### config.mk
export PLATFORM = sky130hd
export DESIGN_NAME = hot_page_mig_queue
export DESIGN_NICKNAME = d
export VERILOG_FILES = /design/src/rtl/hot_page_mig_queue.sv
export SDC_FILE = /design/constraint.sdc
export NUM_CORES = 1
export LEC_CHECK = 0
export CAP_MARGIN = 20
export CORE_ASPECT_RATIO = 1.75
export CORE_MARGIN = 2
export CORE_UTILIZATION = 59
export CTS_BUF_LIST = sky130_fd_sc_hd__clkbuf_4
export CTS_CLUSTER_SIZE = 12
export DETAILED_ROUTE_END_ITERATION = 12
export PLACE_DENSITY = 0.82
export SLEW_MARGIN = 20
export SYNTH_ARGS = -nofsm -noshare
export SYNTH_HDL_FRONTEND = slang
export SYNTH_SLANG_ARGS = --single-unit
### constraint.sdc
create_clock -name clk -period 13.2 [get_ports clk]
set_input_delay 3.3 -clock clk [delete_from_list [all_inputs] [get_ports clk]]
set_output_delay 3.3 -clock clk [all_outputs]
set_load 0.05 [all_outputs]
### src/rtl/hot_page_mig_queue.sv
// Filters the hotness tracker's top-K snapshot against a count threshold and a
// recently-issued history, and queues surviving pages for the migration engine.
module hot_page_mig_queue #(
  parameter int ADDR_SIZE  = 28,
  parameter int CNT_SIZE   = 13,
  parameter int QDEPTH     = 8,
  parameter int HIST_DEPTH = 4,
  parameter int MIN_CNT    = 1
) (
  input  logic                 clk,
  input  logic                 rst,
  input  logic                 mig_en,
  input  logic [ADDR_SIZE-1:0] top_1_addr,
  input  logic [ADDR_SIZE-1:0] top_2_addr,
  input  logic [ADDR_SIZE-1:0] top_3_addr,
  input  logic [ADDR_SIZE-1:0] top_4_addr,
  input  logic [ADDR_SIZE-1:0] top_5_addr,
  input  logic [CNT_SIZE-1:0]  top_1_cnt,
  input  logic [CNT_SIZE-1:0]  top_2_cnt,
  input  logic [CNT_SIZE-1:0]  top_3_cnt,
  input  logic [CNT_SIZE-1:0]  top_4_cnt,
  input  logic [CNT_SIZE-1:0]  top_5_cnt,
  input  logic [2:0]           num_mig,
  input  logic                 hist_clr,
  output logic                 busy,
  output logic                 mig_addr_valid,
  output logic [ADDR_SIZE-1:0] mig_addr,
  output logic [CNT_SIZE-1:0]  mig_cnt,
  input  logic                 mig_addr_ready,
  output logic [15:0]          drop_cnt
);

  localparam int QAW = $clog2(QDEPTH);
  localparam logic [QAW:0] OCC_FULL = (QAW+1)'(QDEPTH);

  typedef enum logic {IDLE, SCAN} state_t;

  // Output handshake: a head entry transfers on any edge where
  // mig_addr_valid && mig_addr_ready; the head is held stable otherwise.

  state_t               state;
  logic [ADDR_SIZE-1:0] snap_addr [5];
  logic [CNT_SIZE-1:0]  snap_cnt  [5];
  logic [2:0]           snap_n;
  logic [2:0]           idx;

  logic [ADDR_SIZE-1:0] hist_addr [HIST_DEPTH];
  logic [HIST_DEPTH-1:0] hist_valid;

  logic [ADDR_SIZE-1:0] mem_addr [QDEPTH];
  logic [CNT_SIZE-1:0]  mem_cnt  [QDEPTH];
  logic [QAW-1:0]       wr_ptr, rd_ptr;
  logic [QAW:0]         occ;

  logic [ADDR_SIZE-1:0] cur_addr;
  logic [CNT_SIZE-1:0]  cur_cnt;
  logic [2:0]           n_in;
  logic                 hist_hit, qual, full, push, pop, resolved, last;

  always_comb begin
    cur_addr = snap_addr[idx];
    cur_cnt  = snap_cnt[idx];
    n_in     = (num_mig > 3'd5) ? 3'd5 : num_mig;
    hist_hit = 1'b0;
    for (int k = 0; k < HIST_DEPTH; k++)
      if (hist_valid[k] && hist_addr[k] == cur_addr) hist_hit = 1'b1;
    qual     = (cur_cnt >= CNT_SIZE'(MIN_CNT)) && !hist_hit;
    // Full is judged before any same-cycle pop, so a stalled entry waits a cycle.
    full     = (occ == OCC_FULL);
    push     = (state == SCAN) && qual && !full;
    resolved = (state == SCAN) && (!qual || !full);
    last     = (idx == snap_n - 3'd1);
    pop      = mig_addr_valid && mig_addr_ready;
  end

  always_ff @(posedge clk) begin
    if (rst) begin
      state  <= IDLE;
      busy   <= 1'b0;
      idx    <= '0;
      snap_n <= '0;
      for (int i = 0; i < 5; i++) begin
        snap_addr[i] <= '0;
        snap_cnt[i]  <= '0;
      end
    end else begin
      case (state)
        IDLE: if (mig_en) begin
          snap_addr[0] <= top_1_addr;  snap_cnt[0] <= top_1_cnt;
          snap_addr[1] <= top_2_addr;  snap_cnt[1] <= top_2_cnt;
          snap_addr[2] <= top_3_addr;  snap_cnt[2] <= top_3_cnt;
          snap_addr[3] <= top_4_addr;  snap_cnt[3] <= top_4_cnt;
          snap_addr[4] <= top_5_addr;  snap_cnt[4] <= top_5_cnt;
          snap_n <= n_in;
          idx    <= '0;
          if (n_in != 3'd0) begin
            state <= SCAN;
            busy  <= 1'b1;
          end
        end
        SCAN: if (resolved) begin
          if (last) begin
            state <= IDLE;
            busy  <= 1'b0;
          end else begin
            idx <= idx + 3'd1;
          end
        end
        default: begin
          state <= IDLE;
          busy  <= 1'b0;
        end
      endcase
    end
  end

  // Newest address at slot 0; a same-cycle clear leaves only the new entry valid.
  always_ff @(posedge clk) begin
    if (rst) begin
      hist_valid <= '0;
    end else if (push) begin
      for (int k = 1; k < HIST_DEPTH; k++) hist_addr[k] <= hist_addr[k-1];
      hist_addr[0] <= cur_addr;
      hist_valid   <= hist_clr ? HIST_DEPTH'(1) : {hist_valid[HIST_DEPTH-2:0], 1'b1};
    end else if (hist_clr) begin
      hist_valid <= '0;
    end
  end

  always_ff @(posedge clk) begin
    if (push) begin
      mem_addr[wr_ptr] <= cur_addr;
      mem_cnt[wr_ptr]  <= cur_cnt;
    end
  end

  always_ff @(posedge clk) begin
    if (rst) begin
      wr_ptr <= '0;
      rd_ptr <= '0;
      occ    <= '0;
    end else begin
      if (push) wr_ptr <= wr_ptr + 1'b1;
      if (pop)  rd_ptr <= rd_ptr + 1'b1;
      case ({push, pop})
        2'b10:   occ <= occ + 1'b1;
        2'b01:   occ <= occ - 1'b1;
        default: occ <= occ;
      endcase
    end
  end

  always_ff @(posedge clk) begin
    if (rst)
      drop_cnt <= '0;
    else if (state == SCAN && mig_en && drop_cnt != 16'hFFFF)
      drop_cnt <= drop_cnt + 16'd1;
  end

  assign mig_addr_valid = (occ != '0);
  assign mig_addr       = mig_addr_valid ? mem_addr[rd_ptr] : '0;
  assign mig_cnt        = mig_addr_valid ? mem_cnt[rd_ptr]  : '0;

endmodule

==> Flow_metrics.wiki, run 1 <==
{| class="wikitable"
! Metric !! Value
|-
| P per Cell Area || 165 nW/um^2
|-
| Area share of the largest cell type after synthesis || 66.2%
|-
| Hold path startpoint || hist_addr[0][28]
|-
| Overall power consumption || 5.70 mW
|-
| Signed area change from the synthesized netlist to the final layout || 18.1%
|-
| Unrepaired setup endpoints after global routing || no
|-
| Headroom to the max-slew limit || 27.9%
|-
| Critical path's largest stage delay || 0.84 ns
|-
| First-iteration detailed-routing DRC count || 1,524
|-
| Syn avg cell area || 16.1 sq um
|-
| Initial cell density of the core || 59.3%
|-
| YS warnings || 0
|-
| Final setup violating endpoints || 0
|-
| Sequential area share after synthesis || 69.3%
|-
| Critical-path cell list || buf_4 -> mux4_2 -> mux2i_1 -> nor2_1 -> clkdlybuf4s50_1
|-
| Clock-pin slew of the registers on the worst-case setup and hold paths || 0.09 ns
|-
| CTS Sinks || 689
|-
| Setup TNS || 0 ns
|-
| Share of layout cells above drive strength 1 || 18.8%
|-
| Post-Synthesis Net Count || 2,034
|-
| Critical-path top delay cell || buf_4
|-
| Setup slack of the most critical reg-to-reg path || 6.81 ns
|-
| Crit path arrival time || 4.24 ns
|-
| Initial antenna violation count || 1
|-
| Clock tree from TritonCTS || done
|-
| Worst reg-to-reg path cell count || 12
|-
| Grt ovf || 0
|-
| Critical path required time || 9.90 ns
|-
| Achievable clock frequency || 133 MHz
|-
| CP startpoint kind || flop
|-
| Leakage dissipation || 11.8 nW
|-
| Number of port buffers || 271
|-
| Setup ws final || 5.66 ns
|-
| Vias in the first global route || 18.3k
|-
| Post-Place Worst Slack || 6.50 ns
|-
| Largest area contributor in the netlist || edfxtp_1
|-
| Total setup buffers inserted after CTS || 0
|-
| Routed metal-1 wirelength || 27.6 mm
|-
| CTS hold repair buffers || 0
|-
| Final-report hold violation count || 0
|-
| Leading cell types by total area after synthesis || edfxtp_1 66%, mux4_2 7.5%, and2_1 4.4%, dfxtp_1 3.0%, mux2i_1 2.1%
|-
| Number of top-level design ports || 272
|-
| Number of remaining DRC errors || 0
|-
| Synth cell types || 76
|-
| Tot GR Track Use || 31.3%
|-
| Via Count || 17.6k
|-
| DRT antenna net count || 0
|-
| Max Fanout on Critical Path || 50
|-
| Max Buffers Root-to-Sink || 3
|-
| Met2 wirelength from detailed routing || 40.8 mm
|-
| DRT Pass-1 Iters || 8
|-
| Top-count cell post-synth || edfxtp_1
|-
| Category of the worst setup path capture point || output pin
|-
| Post-synthesis cell count || 1,812
|-
| Routability congestion estimate from global placement || 1.01
|-
| Transition time at the pin with the least slew margin || 1.08 ns
|-
| Endpoint of the lowest-slack register-to-register path || hist_addr[0][64]
|-
| Met3 WL || 4.81 mm
|-
| Main synth FF type || edfxtp_1
|-
| Worst setup skew after layout || 0.0526 ns
|-
| DIE HEIGHT || 298 microns
|-
| Outcome || finished clean
|-
| Final min period || 7.54 ns
|-
| CTS HTree Levels || 4
|-
| Worst IR Drop VDD || 0.0926 mV
|-
| Class of the most critical hold timing path || flop to flop
|-
| Final Max Tran Viols || 0
|-
| Final non-filler cell total || 2,937
|-
| Core area || 49,300 sq um
|-
| Clock root cell || clkbuf_4
|-
| Die area || 51,400 sq um
|-
| Worst-skew pair later-pin latency || 0.89 ns
|-
| Die Wd || 172 microns
|-
| Wire length of the first global-routing pass || 114 mm
|-
| End point of the most critical hold path || hist_addr[0][56]
|-
| Crit Path Category || flop to output pin
|-
| Cells after DPL || 2,681
|-
| Asr flop ratio synth || 0%
|-
| Most common library cells after synthesis || 645 x edfxtp_1, 206 x and2_1, 100 x nor2_1, 98 x mux4_2, 74 x nand2_1
|-
| EDFF count, synth || 645
|-
| Post-detailed-placement half-perimeter wirelength || 53.9 mm
|-
| Number of cell rows || 108
|-
| Average wire length per cell after detail routing || 26.7 microns
|-
| Maximum number of pins on one net before global-route repair || 161
|-
| Post-route clock period utilization || 57.1%
|-
| Post-synth design cell area || 29,200 sq um
|-
| Clock buffers created by TritonCTS || 147
|-
| Highest routing layer actually used || met4
|-
| Number of synthesized register bits || 689
|-
| Via density per instance || 6.01
|-
| Worst Hold Path Cells || 0
|-
| Number of violations of the max-capacitance limit || 0
|-
| Post_cts resized || 0
|-
| Overall routed net length || 78.4 mm
|-
| Total number of nets in the final design || 2,393
|-
| Post-Route Hold Slack || 0.436 ns
|}
[metal layers]
metal / up-vias / global-route usage, %
met1: 8746 / 35.8
met2: 864 / 53.6
met5: - / 0
met4: 0 / 19.4
met3: 218 / 6.08
li1: 7812 / -
[cell type report]
| cell class | instances | area, sq um |
|---|---|---|
| repair buffers | 294 | 2910 |
| inverters | 67 | 259 |
| clock buffers | 206 | 1550 |
| multi-input cells | 972 | 8360 |
| diodes | 1 | 2.50 |
| clock inverters | 48 | 348 |
| flip-flops and latches | 689 | 20300 |
| fillers | 3220 | 14800 |
| well taps | 660 | 826 |
[worst max-delay path by stage]
stage,from,end,slack (ns),cells after the start
3_5_place_dp,flop,mig_addr[4],6.50,5
4_1_cts,flop,mig_addr[4],5.53,5
3_3_place_gp,flop,mig_addr[4],6.55,5
6_report,flop,mig_addr[4],5.66,5
5_1_grt,flop,mig_addr[5],5.36,5
2_1_floorplan,rst,hist_addr[0][0],4.23,3
[flip-flops by register name, summed over array words and instances, names as in the netlist, 3 cells and up, named ones only]
signal      cells
drop_cnt       16
hist_addr     112
hist_valid      4
idx             3
mem_addr      224
mem_cnt       104
occ             4
rd_ptr          3
snap_addr     140
snap_cnt       65
snap_n          3
wr_ptr          3
[power breakdown]
group,total [mW],leakage (nW),internal (mW),switching [mW]
Combinational,1.40,4.07,0.527,0.876
Clock,1.62,1.12,0.823,0.793
Sequential,2.68,6.62,2.58,0.101
Total,5.70,11.8,3.93,1.77
[cell usage in the layout (no fill, tap or decap), types with 6 or more instances in the layout]
| cell | Yosys | layout |
|---|---|---|
| nor3_1 | 17 | 13 |
| ha_1 | 8 | 8 |
| a21o_1 | 7 | 7 |
| clkdlybuf4s50_1 | 0 | 271 |
| mux2_2 | 26 | 26 |
| nand2b_1 | 15 | 15 |
| nand3_1 | 14 | 14 |
| a222oi_1 | 8 | 8 |
| nor2_1 | 100 | 96 |
| a221oi_1 | 10 | 10 |
| clkinv_1 | 0 | 25 |
| clkinv_2 | 0 | 11 |
| edfxtp_1 | 645 | 645 |
| o21ai_0 | 18 | 18 |
| mux4_2 | 98 | 98 |
| and2_1 | 206 | 206 |
| xnor2_1 | 32 | 32 |
| nand2_1 | 74 | 74 |
| mux2i_1 | 60 | 60 |
| or3_1 | 6 | 6 |
| inv_1 | 67 | 66 |
| a22o_1 | 10 | 10 |
| nor2b_1 | 6 | 6 |
| dfxtp_1 | 44 | 38 |
| a22oi_1 | 29 | 29 |
| nor4_1 | 17 | 15 |
| nand4_1 | 17 | 17 |
| o221ai_2 | 10 | 10 |
| o22ai_1 | 39 | 39 |
| xor2_1 | 27 | 27 |
| mux2_4 | 12 | 12 |
| buf_4 | 3 | 20 |
| clkbuf_4 | 0 | 206 |
| a21oi_1 | 24 | 24 |
[cell families after synthesis]
kind of cell,share of synthesized area [%]
AO/OA/AOI/OAI,5.30
XOR/XNOR,1.77
adder cells (fa/ha/maj),0.411
buffers and inverters,2.38
flip-flops,69.3
multiplexers,11.7
AND/OR/NAND/NOR,9.18
[through the flow]
step           instance area, sq um  utilization, %
3_3_place_gp                  32600            66.1
5_1_grt                       34500            70.0
4_1_cts                       34500            69.9
3_5_place_dp                  32600            66.1
2_1_floorplan                 29200               -
6_report                      34500            70.0
[worst max-delay path, delay by kind of cell (launching register included)]
| family | cells | cell delay (ns) |
|---|---|---|
| buffers and inverters | 2 | 1.56 |
| DFF | 1 | 0.79 |
| muxes | 2 | 0.84 |
| and+or+nand+nor | 1 | 0.08 |
Note: power is estimated with default switching activity, not from simulation.
==> run 2: changes to the inputs <==
--- a/config.mk
+++ b/config.mk
@@ -8,11 +8,11 @@
 export CAP_MARGIN = 20
 export CORE_ASPECT_RATIO = 1.75
 export CORE_MARGIN = 2
-export CORE_UTILIZATION = 59
+export CORE_UTILIZATION = 54
 export CTS_BUF_LIST = sky130_fd_sc_hd__clkbuf_4
 export CTS_CLUSTER_SIZE = 12
 export DETAILED_ROUTE_END_ITERATION = 12
-export PLACE_DENSITY = 0.82
+export PLACE_DENSITY = 0.79
 export SLEW_MARGIN = 20
 export SYNTH_ARGS = -nofsm -noshare
 export SYNTH_HDL_FRONTEND = slang
==> constraint.sdc (replaced) <==
create_clock -name clk -period 6.1 [get_ports clk]
set_input_delay 1.525 -clock clk [delete_from_list [all_inputs] [get_ports clk]]
set_output_delay 1.525 -clock clk [all_outputs]
set_load 0.05 [all_outputs]
==> Flow_metrics.wiki, run 2 (synthesis results as in run 1) <==
{| class="wikitable"
! Metric !! Value
|-
| Final setup violating endpoints || 0 (unchanged)
|-
| Die Wd || 180 microns (was 172 microns)
|-
| Post_cts resized || 0 (unchanged)
|-
| Fillcell total || 3,737 (was 3,220)
|-
| Total number of nets in the final design || 2,431 (was 2,393)
|-
| Post-detailed-placement half-perimeter wirelength || 60.2 mm (was 53.9 mm)
|-
| Die area || 56,100 sq um (was 51,400 sq um)
|-
| DIE HEIGHT || 312 microns (was 298 microns)
|-
| Vias in the first global route || 18.9k (was 18.3k)
|-
| Achievable clock frequency || 189 MHz
|-
| DRT antenna net count || 0 (unchanged)
|-
| Max FFs per register || 224 (unchanged)
|-
| Via Count || 17.8k (was 17.6k)
|-
| Tot GR Track Use || 30.2% (was 31.3%)
|-
| Via density per instance || 5.93 (was 6.01)
|-
| Transition time at the pin with the least slew margin || 1.01 ns (was 1.08 ns)
|-
| Final min period || 5.30 ns
|-
| Initial cell density of the core || 54.8% (was 59.3%)
|-
| First-iteration detailed-routing DRC count || 1,486 (was 1,524)
|-
| Clock root cell || clkbuf_4 (unchanged)
|-
| Endpoint of the lowest-slack register-to-register path || occ[3] (was hist_addr[0][64])
|-
| Number of cell rows || 112 (was 108)
|-
| Setup ws final || 0.798 ns (was 5.66 ns)
|-
| CTS hold repair buffers || 0 (unchanged)
|-
| Overall routed net length || 84.2 mm (was 78.4 mm)
|-
| CP startpoint kind || flop (unchanged)
|-
| Final-report hold violation count || 0 (unchanged)
|-
| CTS Sinks || 689 (unchanged)
|-
| Leakage dissipation || 12.0 nW (was 11.8 nW)
|-
| Worst setup skew after layout || 0.0754 ns (was 0.0526 ns)
|-
| Max Buffers Root-to-Sink || 3 (unchanged)
|-
| Number of violations of the max-capacitance limit || 0 (unchanged)
|-
| Clock tree from TritonCTS || done (unchanged)
|-
| Register with the highest flop count || mem_addr (unchanged)
|-
| Unrepaired setup endpoints after global routing || no (unchanged)
|-
| Post-route clock period utilization || 86.9%
|-
| Setup TNS || 0 ns (unchanged)
|-
| Worst Hold Path Cells || 0 (unchanged)
|-
| Worst-skew pair later-pin latency || 0.90 ns (was 0.89 ns)
|-
| Post-Place Worst Slack || 0.906 ns (was 6.50 ns)
|-
| End point of the most critical hold path || hist_addr[0][67] (was hist_addr[0][56])
|-
| Share of layout cells above drive strength 1 || 20.1% (was 18.8%)
|-
| Clock-pin slew of the registers on the worst-case setup and hold paths || 0.08 ns (was 0.09 ns)
|-
| Area after detailed placement || 33,000 sq um (was 32,600 sq um)
|-
| Critical path required time || 4.58 ns (was 9.90 ns)
|-
| Category of the worst setup path capture point || output pin (unchanged)
|-
| Worst reg-to-reg path cell count || 16 (was 12)
|-
| P per Cell Area || 355 nW/um^2 (was 165 nW/um^2)
|-
| Worst IR Drop VDD || 0.259 mV (was 0.0926 mV)
|-
| Final Max Tran Viols || 0 (unchanged)
|-
| Overall power consumption || 12.4 mW (was 5.70 mW)
|-
| Critical-path cell list || buf_4 -> mux4_2 -> mux2i_1 -> nor2_1 -> clkdlybuf4s50_1 (unchanged)
|-
| Total setup buffers inserted after CTS || 0 (unchanged)
|-
| Total area of multi-input combinational cells || 8370 sq um (was 8360 sq um)
|-
| Max Fanout on Critical Path || 37 (was 50)
|-
| Sequential cell area || 20,300 sq um (unchanged)
|-
| Setup slack of the most critical reg-to-reg path || 0.81 ns (was 6.81 ns)
|-
| Grt ovf || 0 (unchanged)
|-
| Core area || 53,400 sq um (was 49,300 sq um)
|-
| Most used cells in the layout excluding fill and tap cells || 645 x edfxtp_1, 271 x clkdlybuf4s50_1, 213 x clkbuf_4 (was 645 x edfxtp_1, 271 x clkdlybuf4s50_1, 206 x and2_1, 206 x clkbuf_4, 98 x mux4_2)
|-
| Initial antenna violation count || 3 (was 1)
|-
| Number of top-level design ports || 272 (unchanged)
|-
| Class of the most critical hold timing path || flop to flop (unchanged)
|-
| Number of port buffers || 271 (unchanged)
|-
| Signed area change from the synthesized netlist to the final layout || 19.2% (was 18.1%)
|-
| Wire length of the first global-routing pass || 122 mm (was 114 mm)
|-
| Outcome || finished clean (unchanged)
|-
| Critical path's largest stage delay || 0.79 ns (was 0.84 ns)
|-
| Crit Path Category || flop to output pin (unchanged)
|-
| Average wire length per cell after detail routing || 28.1 microns (was 26.7 microns)
|-
| Critical-path top delay cell || dfxtp_4 (was buf_4)
|-
| Maximum number of pins on one net before global-route repair || 109 (was 161)
|-
| CTS HTree Levels || 4 (unchanged)
|-
| Largest regs || mem_addr: 224 flops, snap_addr: 140 flops, hist_addr: 112 flops (unchanged)
|-
| Clock buffers created by TritonCTS || 151 (was 147)
|-
| Hold path startpoint || hist_addr[0][39] (was hist_addr[0][28])
|-
| Number of remaining DRC errors || 0 (unchanged)
|-
| Most common cell after layout, fill and taps aside || edfxtp_1 (unchanged)
|-
| Design area || 34,800 sq um (was 34,500 sq um)
|-
| DRT Pass-1 Iters || 5 (was 8)
|-
| Headroom to the max-slew limit || 32.3% (was 27.9%)
|-
| Crit path arrival time || 3.78 ns (was 4.24 ns)
|-
| Routability congestion estimate from global placement || 0.989 (was 1.01)
|}
run 2: cell types whose count changed in the layout (fill, tap and decap cells not counted), moves of 2 or more:
cell / previous run / this run
buf_4: 20 / 50
clkinv_2: 11 / 3
buf_12: 0 / 7
clkbuf_4: 206 / 213
clkinvlp_4: 2 / 7
bufinv_16: 5 / 2
buf_6: 2 / 0
clkinv_1: 25 / 23
run 2: layout make-up:
| cell class | count | area share, % |
|---|---|---|
| inverters | 67 | 0.733 |
| flip-flops and latches | 689 | 58.2 |
| well taps | 684 | 2.46 |
| multi-input cells | 972 | 24.0 |
| clock buffers | 213 | 4.59 |
| repair buffers | 328 | 9.27 |
| diodes | 2 | 0.0144 |
| clock inverters | 41 | 0.733 |
run 2: worst max-delay path by stage:
stage,to,slack [ns],cells after the start
after floorplan,mem_addr[2][0],0.11,14
after global placement,occ[3],0.82,17
after detailed placement,occ[3],0.91,17
after CTS,mig_cnt[10],0.65,5
after global routing,occ[3],0.50,18
final,mig_addr[2],0.80,5
run 2: per-stage QoR:
step	std cells	utilization [%]	hold WS, ns
after floorplan	1812	-	0.426
after global placement	2739	61.7	0.437
after detailed placement	2739	61.7	0.454
after CTS	2993	65.2	0.463
after global routing	2996	65.2	0.464
final	2996	65.2	0.461
run 2: report_power, final:
group | switching, mW | internal, mW | leakage, nW | total, mW
clock | 1.75 | 1.70 | 1.09 | 3.45
sequential | 0.257 | 5.58 | 6.62 | 5.84
combinational | 1.90 | 1.19 | 4.25 | 3.09
run 2: worst max-delay path, delay by kind of cell (launching register included):
kind | cells | cell delay (ns)
muxes | 2 | 0.81
and+or+nand+nor | 1 | 0.08
buffers and inverters | 2 | 1.14
DFF | 1 | 0.79
run 2: layer usage:
| layer | GRT usage (%) | wire, microns | vias to the layer above |
|---|---|---|---|
| met2 | 52.9 | 44500 | 809 |
| met5 | 0 | 13 | - |
| met3 | 5.31 | 4600 | 255 |
| li1 | - | - | 7878 |
| met1 | 33.1 | 28700 | 8814 |
| met4 | 21.5 | 6420 | 2 |
==> run 3: changes to the inputs <==
--- a/config.mk
+++ b/config.mk
@@ -13,7 +13,7 @@
 export CTS_CLUSTER_SIZE = 12
 export DETAILED_ROUTE_END_ITERATION = 12
 export PLACE_DENSITY = 0.79
-export SLEW_MARGIN = 20
+export SKIP_LAST_GASP = 1
 export SYNTH_ARGS = -nofsm -noshare
 export SYNTH_HDL_FRONTEND = slang
 export SYNTH_SLANG_ARGS = --single-unit
==> Flow_metrics.wiki, run 3 (synthesis results as in run 1) <==
{| class="wikitable"
! Metric !! Value
|-
| Vias in the first global route || 18.9k (unchanged)
|-
| Largest regs || mem_addr: 224 flops, snap_addr: 140 flops, hist_addr: 112 flops (unchanged)
|-
| Final-report hold violation count || 0 (unchanged)
|-
| Total area of multi-input combinational cells || 8370 sq um (about the same)
|-
| Outcome || finished clean (unchanged)
|-
| Most common cell after layout, fill and taps aside || edfxtp_1 (unchanged)
|-
| Overall power consumption || 12.4 mW (about the same)
|-
| Post-route clock period utilization || 86.9% (about the same)
|-
| Clock tree from TritonCTS || done (unchanged)
|-
| CP startpoint kind || flop (unchanged)
|-
| Transition time at the pin with the least slew margin || 1.01 ns (about the same)
|-
| Number of port buffers || 271 (unchanged)
|-
| Signed area change from the synthesized netlist to the final layout || 19.2% (about the same)
|-
| Unrepaired setup endpoints after global routing || no (unchanged)
|-
| Achievable clock frequency || 189 MHz (about the same)
|-
| Final non-filler cell total || 2,998 (was 2,996)
|-
| Leakage dissipation || 12.0 nW (about the same)
|-
| Register with the highest flop count || mem_addr (unchanged)
|-
| Clock root cell || clkbuf_4 (unchanged)
|-
| DRT Pass-1 Iters || 6 (was 5)
|-
| Setup ws final || 0.797 ns (was 0.798 ns)
|-
| Critical path's largest stage delay || 0.80 ns (was 0.79 ns)
|-
| Maximum number of pins on one net before global-route repair || 109 (unchanged)
|-
| Number of violations of the max-capacitance limit || 0 (unchanged)
|-
| Post-Place Worst Slack || 0.906 ns (unchanged)
|-
| Final Max Tran Viols || 0 (unchanged)
|-
| Via Count || 17.7k (was 17.8k)
|-
| DRT antenna net count || 0 (unchanged)
|-
| Final min period || 5.30 ns (about the same)
|-
| Headroom to the max-slew limit || 32.5% (was 32.3%)
|-
| Critical-path cell list || buf_4 -> mux4_2 -> mux2i_1 -> nor2_1 -> clkdlybuf4s50_1 (unchanged)
|-
| Clock-pin slew of the registers on the worst-case setup and hold paths || 0.08 ns (about the same)
|-
| Max FFs per register || 224 (unchanged)
|-
| Core area || 53,400 sq um (unchanged)
|-
| Crit path arrival time || 3.78 ns (about the same)
|-
| CP Buf/Inv Count || 2 (unchanged)
|-
| Final setup violating endpoints || 0 (unchanged)
|-
| Die Wd || 180 microns (unchanged)
|-
| Core Util, Final || 65.3% (was 65.2%)
|-
| Routability congestion estimate from global placement || 0.989 (unchanged)
|-
| CTS HTree Levels || 4 (unchanged)
|-
| Sequential cell area || 20,300 sq um (unchanged)
|-
| Critical-path top delay cell || dfxtp_4 (unchanged)
|-
| Critical path required time || 4.58 ns (about the same)
|-
| Fillcell total || 3,734 (was 3,737)
|-
| Grt ovf || 0 (unchanged)
|-
| Clock buffers created by TritonCTS || 151 (unchanged)
|-
| P per Cell Area || 355 nW/um^2 (about the same)
|-
| Class of the most critical hold timing path || flop to flop (unchanged)
|-
| Number of cell rows || 112 (unchanged)
|-
| First-iteration detailed-routing DRC count || 1,369 (was 1,486)
|-
| Share of layout cells above drive strength 1 || 20.2% (was 20.1%)
|-
| CTS hold repair buffers || 0 (unchanged)
|-
| Tot GR Track Use || 30.2% (unchanged)
|-
| Via density per instance || 5.92 (was 5.93)
|-
| Number of remaining DRC errors || 0 (unchanged)
|-
| Cells after DPL || 2,739 (unchanged)
|-
| Max Fanout on Critical Path || 37 (unchanged)
|-
| DIE HEIGHT || 312 microns (unchanged)
|-
| Wire length of the first global-routing pass || 122 mm (unchanged)
|-
| Post-detailed-placement half-perimeter wirelength || 60.2 mm (unchanged)
|-
| Average wire length per cell after detail routing || 28.1 microns (about the same)
|-
| Overall routed net length || 84.2 mm (about the same)
|-
| Category of the worst setup path capture point || output pin (unchanged)
|-
| Family with the most delay on the worst path || buffers and inverters (unchanged)
|-
| Number of top-level design ports || 272 (unchanged)
|-
| Total number of nets in the final design || 2,432 (was 2,431)
|-
| Most used cells in the layout excluding fill and tap cells || 645 x edfxtp_1, 271 x clkdlybuf4s50_1, 213 x clkbuf_4 (unchanged)
|-
| Setup TNS || 0 ns (unchanged)
|-
| Post_cts resized || 0 (unchanged)
|-
| Initial cell density of the core || 54.8% (unchanged)
|-
| Worst setup skew after layout || 0.0750 ns (was 0.0754 ns)
|-
| Max Buffers Root-to-Sink || 3 (unchanged)
|-
| Worst-skew pair later-pin latency || 0.89 ns (was 0.90 ns)
|-
| Worst IR Drop VDD || 0.259 mV (about the same)
|-
| Crit Path Category || flop to output pin (unchanged)
|-
| CTS Sinks || 689 (unchanged)
|-
| Die area || 56,100 sq um (unchanged)
|-
| Total setup buffers inserted after CTS || 0 (unchanged)
|-
| Initial antenna violation count || 3 (unchanged)
|}
==> run 3: cell count changes in the layout (fill, tap and decap cells not counted) <==
cell	change
diode_2	+1
nor3_2	+1
buf_6	+1
nor3_4	-1
==> run 3: per-layer routing <==
layer / track usage (%) / routed length, microns / share of wire (%) / vias to the layer above
met1: 33.1 / 29100 / 35 / 8838
met4: 21.5 / 6400 / 7.6 / 2
met3: 5.31 / 4210 / 5.0 / 250
li1: - / - / - / 7876
met5: 0 / 13 / 0.015 / -
met2: 52.9 / 44400 / 53 / 780
==> run 3: layout make-up <==
type / instances / area share (%)
Sequential cell: 689 / 58.2
Multi-Input combinational cell: 972 / 24.0
Clock inverter: 41 / 0.733
Clock buffer: 213 / 4.59
Antenna cell: 3 / 0.0215
Inverter: 67 / 0.733
Timing Repair Buffer: 329 / 9.30
Tap cell: 684 / 2.46
==> run 3: through the flow <==
stage	cell area, sq um	hold WS (ns)
6_report	34800	0.463
5_1_grt	34800	0.464
4_1_cts	34800	0.463
2_1_floorplan	29300	0.426
3_5_place_dp	33000	0.454
3_3_place_gp	33000	0.437
==> run 3: path summary, 6_finish.rpt <==
| kind | slack, ns | start | endpoint | cells past startpoint |
|---|---|---|---|---|
| min reg2reg | 0.46 | hist_addr[0][39] | hist_addr[0][67] | 0 |
| max | 0.80 | flop | mig_addr[2] | 5 |
| max reg2reg | 0.81 | flop | occ[3] | 16 |
| min | 0.46 | hist_addr[0][39] | hist_addr[0][67] | 0 |
==> run 3: power by group <==
group | leakage, nW | internal (mW) | switching (mW) | total [mW]
clock | 1.09 | 1.70 | 1.74 | 3.44
sequential | 6.62 | 5.58 | 0.257 | 5.84
combinational | 4.25 | 1.19 | 1.90 | 3.09
